$ cat src/rtl/struct_stream_deser_if.sv
// struct_stream_deser_if: beat-stream input and whole-record output bundle
interface struct_stream_deser_if #(
  parameter int BEAT_W = 8,
  parameter int REC_W  = 221
);
  logic              in_valid;
  logic              in_ready;
  logic [BEAT_W-1:0] in_data;
  logic              in_last;
  logic              out_valid;
  logic              out_ready;
  logic [REC_W-1:0]  out_rec;
  logic              out_t;
  logic [3:0]        out_x;
  logic              err;
  modport slave (
    input  in_valid, in_data, in_last, out_ready,
    output in_ready, out_valid, out_rec, out_t, out_x, err
  );
  modport master (
    output in_valid, in_data, in_last, out_ready,
    input  in_ready, out_valid, out_rec, out_t, out_x, err
  );
endinterface

$ cat src/rtl/struct_stream_deser.sv
// struct_stream_deser: assembles a packed record from narrow beats, drops badly framed frames
module struct_stream_deser #(
  parameter int BEAT_W = 8,
  parameter int REC_W  = 221
) (
  input logic                  clk,
  input logic                  rst,
  struct_stream_deser_if.slave s
);
  localparam int BEATS = (REC_W + BEAT_W - 1) / BEAT_W;
  localparam int BUF_W = BEATS * BEAT_W;
  localparam int CNT_W = $clog2(BEATS);
  localparam logic [BUF_W-1:0] ONES = BUF_W'({BEAT_W{1'b1}});
  typedef enum logic [1:0] {FILL, HOLD, DRAIN} state_t;
  state_t           state_q, state_d;
  logic [CNT_W-1:0] cnt_q, cnt_d;
  logic [REC_W-1:0] rec_q, rec_d;
  logic             err_q, err_d;
  logic             acc, fin;
  logic [BUF_W-1:0] beat_w;
  assign s.in_ready  = state_q != HOLD;
  assign s.out_valid = state_q == HOLD;
  assign s.out_rec   = rec_q;
  assign s.out_t     = rec_q[REC_W-1];
  assign s.out_x     = rec_q[REC_W-2 -: 4];
  assign s.err       = err_q;
  assign acc         = s.in_valid && s.in_ready;
  assign fin         = cnt_q == CNT_W'(BEATS - 1);
  assign beat_w      = BUF_W'(s.in_data);
  // Splice the accepted beat into its slot; pad bits past the record fall off the top
  always_comb
    rec_d = (acc && state_q == FILL)
          ? (rec_q & ~REC_W'(ONES << (cnt_q * BEAT_W))) | REC_W'(beat_w << (cnt_q * BEAT_W))
          : rec_q;
  // Framing FSM: count beats, flag early/missing in_last, hold record until consumed
  always_comb begin
    state_d = state_q;
    cnt_d   = cnt_q;
    err_d   = 1'b0;
    case (state_q)
      FILL: if (acc) begin
        cnt_d   = (fin || s.in_last) ? '0 : cnt_q + 1'b1;
        err_d   = fin != s.in_last;
        state_d = fin ? (s.in_last ? HOLD : DRAIN) : FILL;
      end
      HOLD:    state_d = s.out_ready ? FILL : HOLD;
      DRAIN:   state_d = (acc && s.in_last) ? FILL : DRAIN;
      default: state_d = FILL;
    endcase
  end
  // State, counter, record buffer and error pulse registers
  always_ff @(posedge clk)
    if (rst) begin
      state_q <= FILL;
      cnt_q   <= '0;
      rec_q   <= '0;
      err_q   <= 1'b0;
    end else begin
      state_q <= state_d;
      cnt_q   <= cnt_d;
      rec_q   <= rec_d;
      err_q   <= err_d;
    end
endmodule

$ cat src/flat_wrapper.sv
// flat-port wrapper written by rule: the top's interface ports become plain ports
module struct_stream_deser_flat 
#(
  parameter int BEAT_W = 8,
  parameter int REC_W  = 221
)
  (clk, rst, s_in_valid, s_in_data, s_in_last, s_out_ready, s_in_ready, s_out_valid, s_out_rec, s_out_t, s_out_x, s_err);
  struct_stream_deser_if #(.BEAT_W(BEAT_W), .REC_W(REC_W)) s_i ();
  input logic clk;
  input logic rst;
  input wire logic [$bits(s_i.in_valid)-1:0] s_in_valid;
  input wire logic [$bits(s_i.in_data)-1:0] s_in_data;
  input wire logic [$bits(s_i.in_last)-1:0] s_in_last;
  input wire logic [$bits(s_i.out_ready)-1:0] s_out_ready;
  output wire logic [$bits(s_i.in_ready)-1:0] s_in_ready;
  output wire logic [$bits(s_i.out_valid)-1:0] s_out_valid;
  output wire logic [$bits(s_i.out_rec)-1:0] s_out_rec;
  output wire logic [$bits(s_i.out_t)-1:0] s_out_t;
  output wire logic [$bits(s_i.out_x)-1:0] s_out_x;
  output wire logic [$bits(s_i.err)-1:0] s_err;
  assign s_i.in_valid = s_in_valid;
  assign s_i.in_data = s_in_data;
  assign s_i.in_last = s_in_last;
  assign s_i.out_ready = s_out_ready;
  assign s_in_ready = s_i.in_ready;
  assign s_out_valid = s_i.out_valid;
  assign s_out_rec = s_i.out_rec;
  assign s_out_t = s_i.out_t;
  assign s_out_x = s_i.out_x;
  assign s_err = s_i.err;
  struct_stream_deser #(.BEAT_W(BEAT_W), .REC_W(REC_W)) u_core (.clk(clk), .rst(rst), .s(s_i));
endmodule
$ cat config.mk
export PLATFORM = sky130hd
export DESIGN_NAME = struct_stream_deser_flat
export DESIGN_NICKNAME = d
export VERILOG_FILES = /design/src/rtl/struct_stream_deser_if.sv /design/src/rtl/struct_stream_deser.sv /design/src/flat_wrapper.sv
export SDC_FILE = /design/constraint.sdc
export NUM_CORES = 1
export LEC_CHECK = 0
export ABC_AREA = 1
export CAP_MARGIN = 20
export CORE_ASPECT_RATIO = 1.4
export CORE_UTILIZATION = 42
export CTS_BUF_LIST = sky130_fd_sc_hd__clkbuf_8
export CTS_CLUSTER_DIAMETER = 30
export CTS_CLUSTER_SIZE = 28
export DETAILED_ROUTE_END_ITERATION = 8
export PLACE_DENSITY = 0.81
export SLEW_MARGIN = 10
export SYNTH_ARGS = -nofsm -noshare
export SYNTH_HDL_FRONTEND = slang
export SYNTH_SLANG_ARGS = --single-unit
$ cat constraint.sdc
create_clock -name clk -period 4.5 [get_ports clk]
set_input_delay 0.45 -clock clk [delete_from_list [all_inputs] [get_ports clk]]
set_output_delay 0.45 -clock clk [all_outputs]
set_load 0.03 [all_outputs]
==> results of run 1 <==
## final cells by class
| type | count | area [µm²] | area share [%] |
|---|---|---|---|
| multi-input combinational | 874 | 3930 | 31.7 |
| clock inverter | 22 | 193 | 1.55 |
| inverter | 58 | 218 | 1.76 |
| tap | 292 | 365 | 2.95 |
| sequential | 229 | 4580 | 37.0 |
| clock buffer | 42 | 578 | 4.66 |
| timing repair buffer | 250 | 2520 | 20.3 |
## cell families after synthesis
logic type      after synthesis
flops                       229
simple gates                516
fa+ha+maj                     9
buf+inv                     145
compound gates              349
## power by group
| group | internal [W] | switching (W) | total [W] |
|---|---|---|---|
| clock network | 0.00100 | 0.000884 | 0.00188 |
| logic | 0.0000605 | 0.000190 | 0.000251 |
| registers | 0.00204 | 0.0000160 | 0.00206 |
## how the worst max path moves through the flow
stage,start,to,depth (start not counted)
detailed placement,s_in_valid,u_core.s.out_rec[22],6
global route,s_in_valid,u_core.s.out_rec[52],6
CTS,s_in_valid,u_core.s.out_rec[22],6
finish,s_in_valid,u_core.s.out_rec[22],6
floorplan,u_core.cnt_q[0],u_core.s.out_rec[128],9
global placement,s_in_valid,u_core.s.out_rec[3],6
## routing by layer
metal  vias up  share of wire (%)  GRT usage [%]
met5         -                  0              0
met4         0                5.6           17.1
met3       104                8.7           5.31
met2       507                 46           44.6
met1      4427                 39           34.9
li1       4464                  -              -
## cell usage in the layout (no fill, tap or decap), drive strengths merged, types with 5 or more instances in the layout
| master | instances |
|---|---|
| inv | 71 |
| dfxtp | 229 |
| buf | 10 |
| o21ai | 124 |
| clkinv | 5 |
| clkbuf | 42 |
| ha | 9 |
| clkdlybuf4s50 | 240 |
| nand2 | 366 |
| nand3 | 30 |
| a21oi | 223 |
| nor2 | 112 |
## stage by stage
step                      util, %  total power, W  instance area [µm²]
final                        58.0         0.00419                12400
after global routing         58.0         0.00431                12400
after global placement       54.2         0.00234                11600
after detailed placement     54.2         0.00234                11600
after floorplan                 -         0.00225                 9240
after CTS                    57.8         0.00419                12400
## sequential cells by signal, indices dropped and copies added (netlist names)
signal            cells
u_core.s.out_rec    221
u_core.cnt_q          5
u_core.state_q        2
u_core.s.err          1
==> impl_results.md, run 1 <==
- Clock transition at path regs: approximately 0.080 ns
- Crit path time final: 2.62 ns
- Status: finished clean
- Syn Area/Cell: about 7.4 µm²
- Hold-fix buffers at CTS: 0
- Critical Path RT: 4.97 ns
- CP max stage cell: inv_2
- Pre-CTS WS: approximately 1.4 ns
- Final Max Tran Viols: 0
- Max-cap violations: 0
- Worst-path fanout max: approximately 50
- Setup TNS: 0 ns
- Num CTS Buffers: 35
- Synth Net Count: between 1k and 1.5k
- Top-count cell post-synth: nand2_1
- Max_slew headroom: between 30% and 40%
- Adder-cell share of the synthesized area: ~1.2%
- Post-route setup slack: between 1.5 and 2 ns
- Hold Slack: 0.443 ns
- Max clock buf depth: 3
- Worst Reg-to-Reg Cells: 6
- Hpwl dp: 22.0 mm
- Delay-heaviest family, CP: buffers and inverters
- Yosys Warn Count: 0
- Max IR drop VDD: between 0.2 and 0.3 mV
- Final setup vio count: 0
- First-pass DRT Iterations: 5
- Largest net degree at the start of global routing: about 100
- Worst setup SP type: primary input
- Number of synthesized flops with an enable pin: 0
- CP Class: in2reg
- Final cell count without fillers: ~1.8k
- I/O Buffers: 241
- RSZ-0062 raised after global routing: false
- WL final: between 30 and 40 mm
- Hold path depth: 2
- CTS tree: done
- Synth top area cells: dfxtp_1, nand2_1, a21oi_1
- Routed len/inst: 18.3 µm
- Core Box Area: 0.0214 mm²
- Register-to-register setup slack: 1.93 ns
- Vias: between 9k and 10k
- Initial antenna violation count: 0
- Post-cts gate resize count: 0
- Tcrit/Tclk final: roughly 58%
- Synthesized area: between 0.009 and 0.01 mm²
- WP buf/inv: 3
- Final Wtd Congestion: 0.945
- Vias per cell: between 5 and 6
- Die ar.: roughly 0.023 mm²
- Htree depth: 2
- DRC Markers: 0
- CP Capture Type: register
- Row count: 63
- Top-area cell type share of the netlist area: about half
- Initial core utilization: between 40% and 50%
- Inst Count DP: around 1.7k
- CP cell instances: clkdlybuf4s50_1 -> nand3_4 -> inv_2 -> buf_4 -> nand2_1 -> a21oi_1
- Least-Margin Pin Slew: between 1 and 1.5 ns
- Mux contribution to synthesized area: 0%
- Routed Antenna Nets: 0
- Slowest stage delay, CP: roughly 0.76 ns
- Layout area overhead: 34.1%
- Hold endpoint: u_core.s.out_rec[198]
- Synth Area in XOR/XNOR: 0%
- Synth unique cells: 24
- Hold Violations, Final: 0
- Clock skew: approximately 0.029 ns
- Nets: ~1.5k
- Worst hold path type: in2reg
- Ys async rst share: 0%
- Flop and latch count out of synthesis: around 230
- Drt initial violations: 1,138
- # Post-CTS Setup Buffers: 0
- Pleak: 4.39 nW
- Top_reg_cell synth: dfxtp_1
- Die width: about 130 µm
- Synth area leader: dfxtp_1
- Largest family of logic cells by synthesized area: simple AND/OR/NAND/NOR gates
- Sequential fraction of the synthesis area: about half
- CP Data Arrival Time: 3.09 ns
- # fillers: 1,921
- Proportion of layout cells with a drive suffix above 1: between 5 and 6%
- Top post-synthesis cells by count: nand2_1, dfxtp_1, a21oi_1
- GRT Total Usage: between 20 and 30%
- CTS Sinks: around 230
- Post-Synth Simple-Gate Area: between 20% and 30%
- Min-Delay Startpoint: rst
- Die Ht: about 180 µm
- Vias in the first global route: 8,772
- Io pins: about 240
- Worst R2R End: u_core.s.out_rec[22]
- Root Buffer: clkbuf_8
- Clk_lat worst skew: between 0.5 and 0.6 ns
- PwrDens: 338 mW/mm²
- Worst R2R Start: u_core.cnt_q[4]
- Total gr overflow: 0
- First-pass GRT wire length: around 49 mm
- Post-synthesis compound-gate area fraction: a little under a fifth
- Antenna cell count: 0
- Post-Synthesis Cells: 1,248
- Fmax: 382 MHz
(Power assumes the default switching activity.)
==> run 2: changes to the inputs <==
==> constraint.sdc (replaced) <==
create_clock -name clk -period 2.73 [get_ports clk]
set_input_delay 0.273 -clock clk [delete_from_list [all_inputs] [get_ports clk]]
set_output_delay 0.273 -clock clk [all_outputs]
set_load 0.03 [all_outputs]
==> impl_results.md, run 2 (synthesis results as in run 1) <==
- Hold-fix buffers at CTS: 0 (unchanged)
- Layout Utilization: 58.3% (+0.30 points)
- Root Buffer: clkbuf_8
- Clock power share: 46.0% (+1.0 points)
- Status: finished clean
- Routed Antenna Nets: 0 (unchanged)
- Pwr Total: 0.00704 W (+68%)
- Vias per cell: 5.39 (+0.21%)
- CP Data Arrival Time: 1.89 ns (-1.20 ns)
- Die ar.: 0.0226 mm² (unchanged)
- Num CTS Buffers: 36 (+2.9%)
- Final Max Tran Viols: 0 (unchanged)
- Layout area overhead: 34.8%
- Slowest stage delay, CP: 0.70 ns (-0.06 ns)
- CTS Sinks: 229 (unchanged)
- Pleak: 4.40 nW (+0.16%)
- PwrDens: 565 mW/mm² (+67%)
- RSZ-0062 raised after global routing: false
- Tcrit/Tclk final: about four fifths
- Final Wtd Congestion: 0.993 (+5.0%)
- Die width: 127 µm (unchanged)
- First-pass DRT Iterations: 6 (+1)
- Max_slew headroom: 52.9% (+21 points)
- Die Ht: 177 µm (unchanged)
- Clock skew: 0.0262 ns (-0.00324 ns)
- Nets: 1,474 (+0.27%)
- Fmax: approximately 460 MHz
- CP Class: reg2out
- Placed Area: 0.0116 mm² (+0.54%)
- Setup TNS: 0 ns (unchanged)
- Largest net degree at the start of global routing: 118 (+13%)
- CP cell instances: inv_1 -> nand2_1 -> clkdlybuf4s50_1
- Io pins: 242 (unchanged)
- # Post-CTS Setup Buffers: 0 (unchanged)
- Least-Margin Pin Slew: 0.706 ns (-0.308 ns)
- Sw Share: 27.6% (+1.6 points)
- Core Box Area: 0.0214 mm² (unchanged)
- Hold Violations, Final: 0 (unchanged)
- Commonest non-fill, non-tap cell in the layout: nand2_1
- CP max stage cell: clkdlybuf4s50_1
- Initial core utilization: 43.2% (unchanged)
- Total gr overflow: 0 (unchanged)
- Row count: 63 (unchanged)
- Clock transition at path regs: 0.08 ns (about the same)
- Post-cts gate resize count: 0 (unchanged)
- WL final: 33.0 mm (+2.2%)
- Post-route setup slack: 0.572 ns (-1.31 ns)
- Final setup vio count: 0 (unchanged)
- Htree depth: 2 (unchanged)
- Internal Power: 0.00510 W (+64%)
- Max-cap violations: 0 (unchanged)
- DRC Markers: 0 (unchanged)
- Post-layout instance area: 0.0125 mm² (+0.53%)
- Max IR drop VDD: 0.444 mV (+72%)
- Critical Path RT: 2.46 ns (-2.51 ns)
- Most frequent cells in the layout: nand2_1, clkdlybuf4s50_1, dfxtp_1
- Number of flip-flops in the largest register: 221 (unchanged)
- Antenna cell count: 0 (unchanged)
- Drt initial violations: 891 (-22%)
- Switching Power: 0.00195 W (+78%)
- Worst hold path type: in2reg
- Clk_lat worst skew: 0.53 ns (-0.02 ns)
- Worst setup SP type: register
- Power share of the sequential group: 48.0% (-1.0 points)
- Max clock buf depth: 3 (unchanged)
- Routed len/inst: 18.6 µm (+1.9%)
- Pre-CTS WS: 0.680 ns (-0.684 ns)
- Proportion of layout cells with a drive suffix above 1: 6.42% (+0.59 points)
- First-pass GRT wire length: 49.5 mm (+1.7%)
- Initial antenna violation count: 1 (+1)
- Worst-path fanout max: 3 (-94%)
- Hpwl dp: 22.2 mm (+1.0%)
- Vias: 9,549 (+0.49%)
- Combinational group share of total power: 5.9% (about the same)
- CTS tree: done
- GRT Total Usage: 28.6% (+0.59 points)
- I/O Buffers: 241 (unchanged)
- Crit path time final: approximately 2.2 ns
- CP Capture Type: output pin
- Vias in the first global route: 8,867 (+1.1%)
[run 2: changes by cell type in the layout (fill, tap and decap cells not counted), sizes merged]
cell,change
buf,+3
clkbuf,-3
clkinv,+1
clkinvlp,+2
inv,+2
[run 2: power by group through the flow]
stage	registers (W)	clock network (W)	logic (W)
4_1_cts	0.00338	0.00327	0.000408
6_report	0.00338	0.00324	0.000418
3_5_place_dp	0.00346	0	0.000406
5_1_grt	0.00338	0.00342	0.000443
3_3_place_gp	0.00346	0	0.000403
2_1_floorplan	0.00349	0	0.000218
[run 2: cell type report]
| cell class | instances | area [µm²] |
|---|---|---|
| sequential | 229 | 4580 |
| timing repair buffer | 253 | 2540 |
| tap | 292 | 365 |
| inverter | 58 | 218 |
| multi-input combinational | 874 | 3930 |
| clock inverter | 27 | 279 |
| fill | 1965 | 8900 |
| clock buffer | 39 | 537 |
[run 2: critical path, delay by kind of cell, from the launching register on]
kind | cells | cell delay (ns)
buffers and inverters | 2 | 0.80
DFF | 1 | 0.41
and+or+nand+nor | 1 | 0.15
[run 2: per-stage QoR]
stage                     instances  hold slack (ns)
after floorplan                1248            0.443
after detailed placement       1706            0.452
final                          1772           0.0802
after global placement         1706            0.448
after global routing           1772           0.0790
after CTS                      1772           0.0725
[run 2: final timing paths]
kind / startpoint / to / slack [ns] / cells past startpoint
worst max-delay path: u_core.state_q[1] / s_in_ready / 0.57 / 3
worst min-delay path: rst / u_core.s.out_rec[75] / 0.08 / 2
worst max register to register: u_core.cnt_q[1] / u_core.s.out_rec[130] / 0.60 / 7
worst min register to register: u_core.s.out_rec[111] / u_core.s.out_rec[111] / 0.46 / 2
[run 2: per-layer routing]
layer / part of all wire, % / GRT usage [%]
met5: 0.039 / 0
met4: 5.3 / 15.4
met3: 9.5 / 7.54
met2: 48 / 47.2
met1: 37 / 33.8
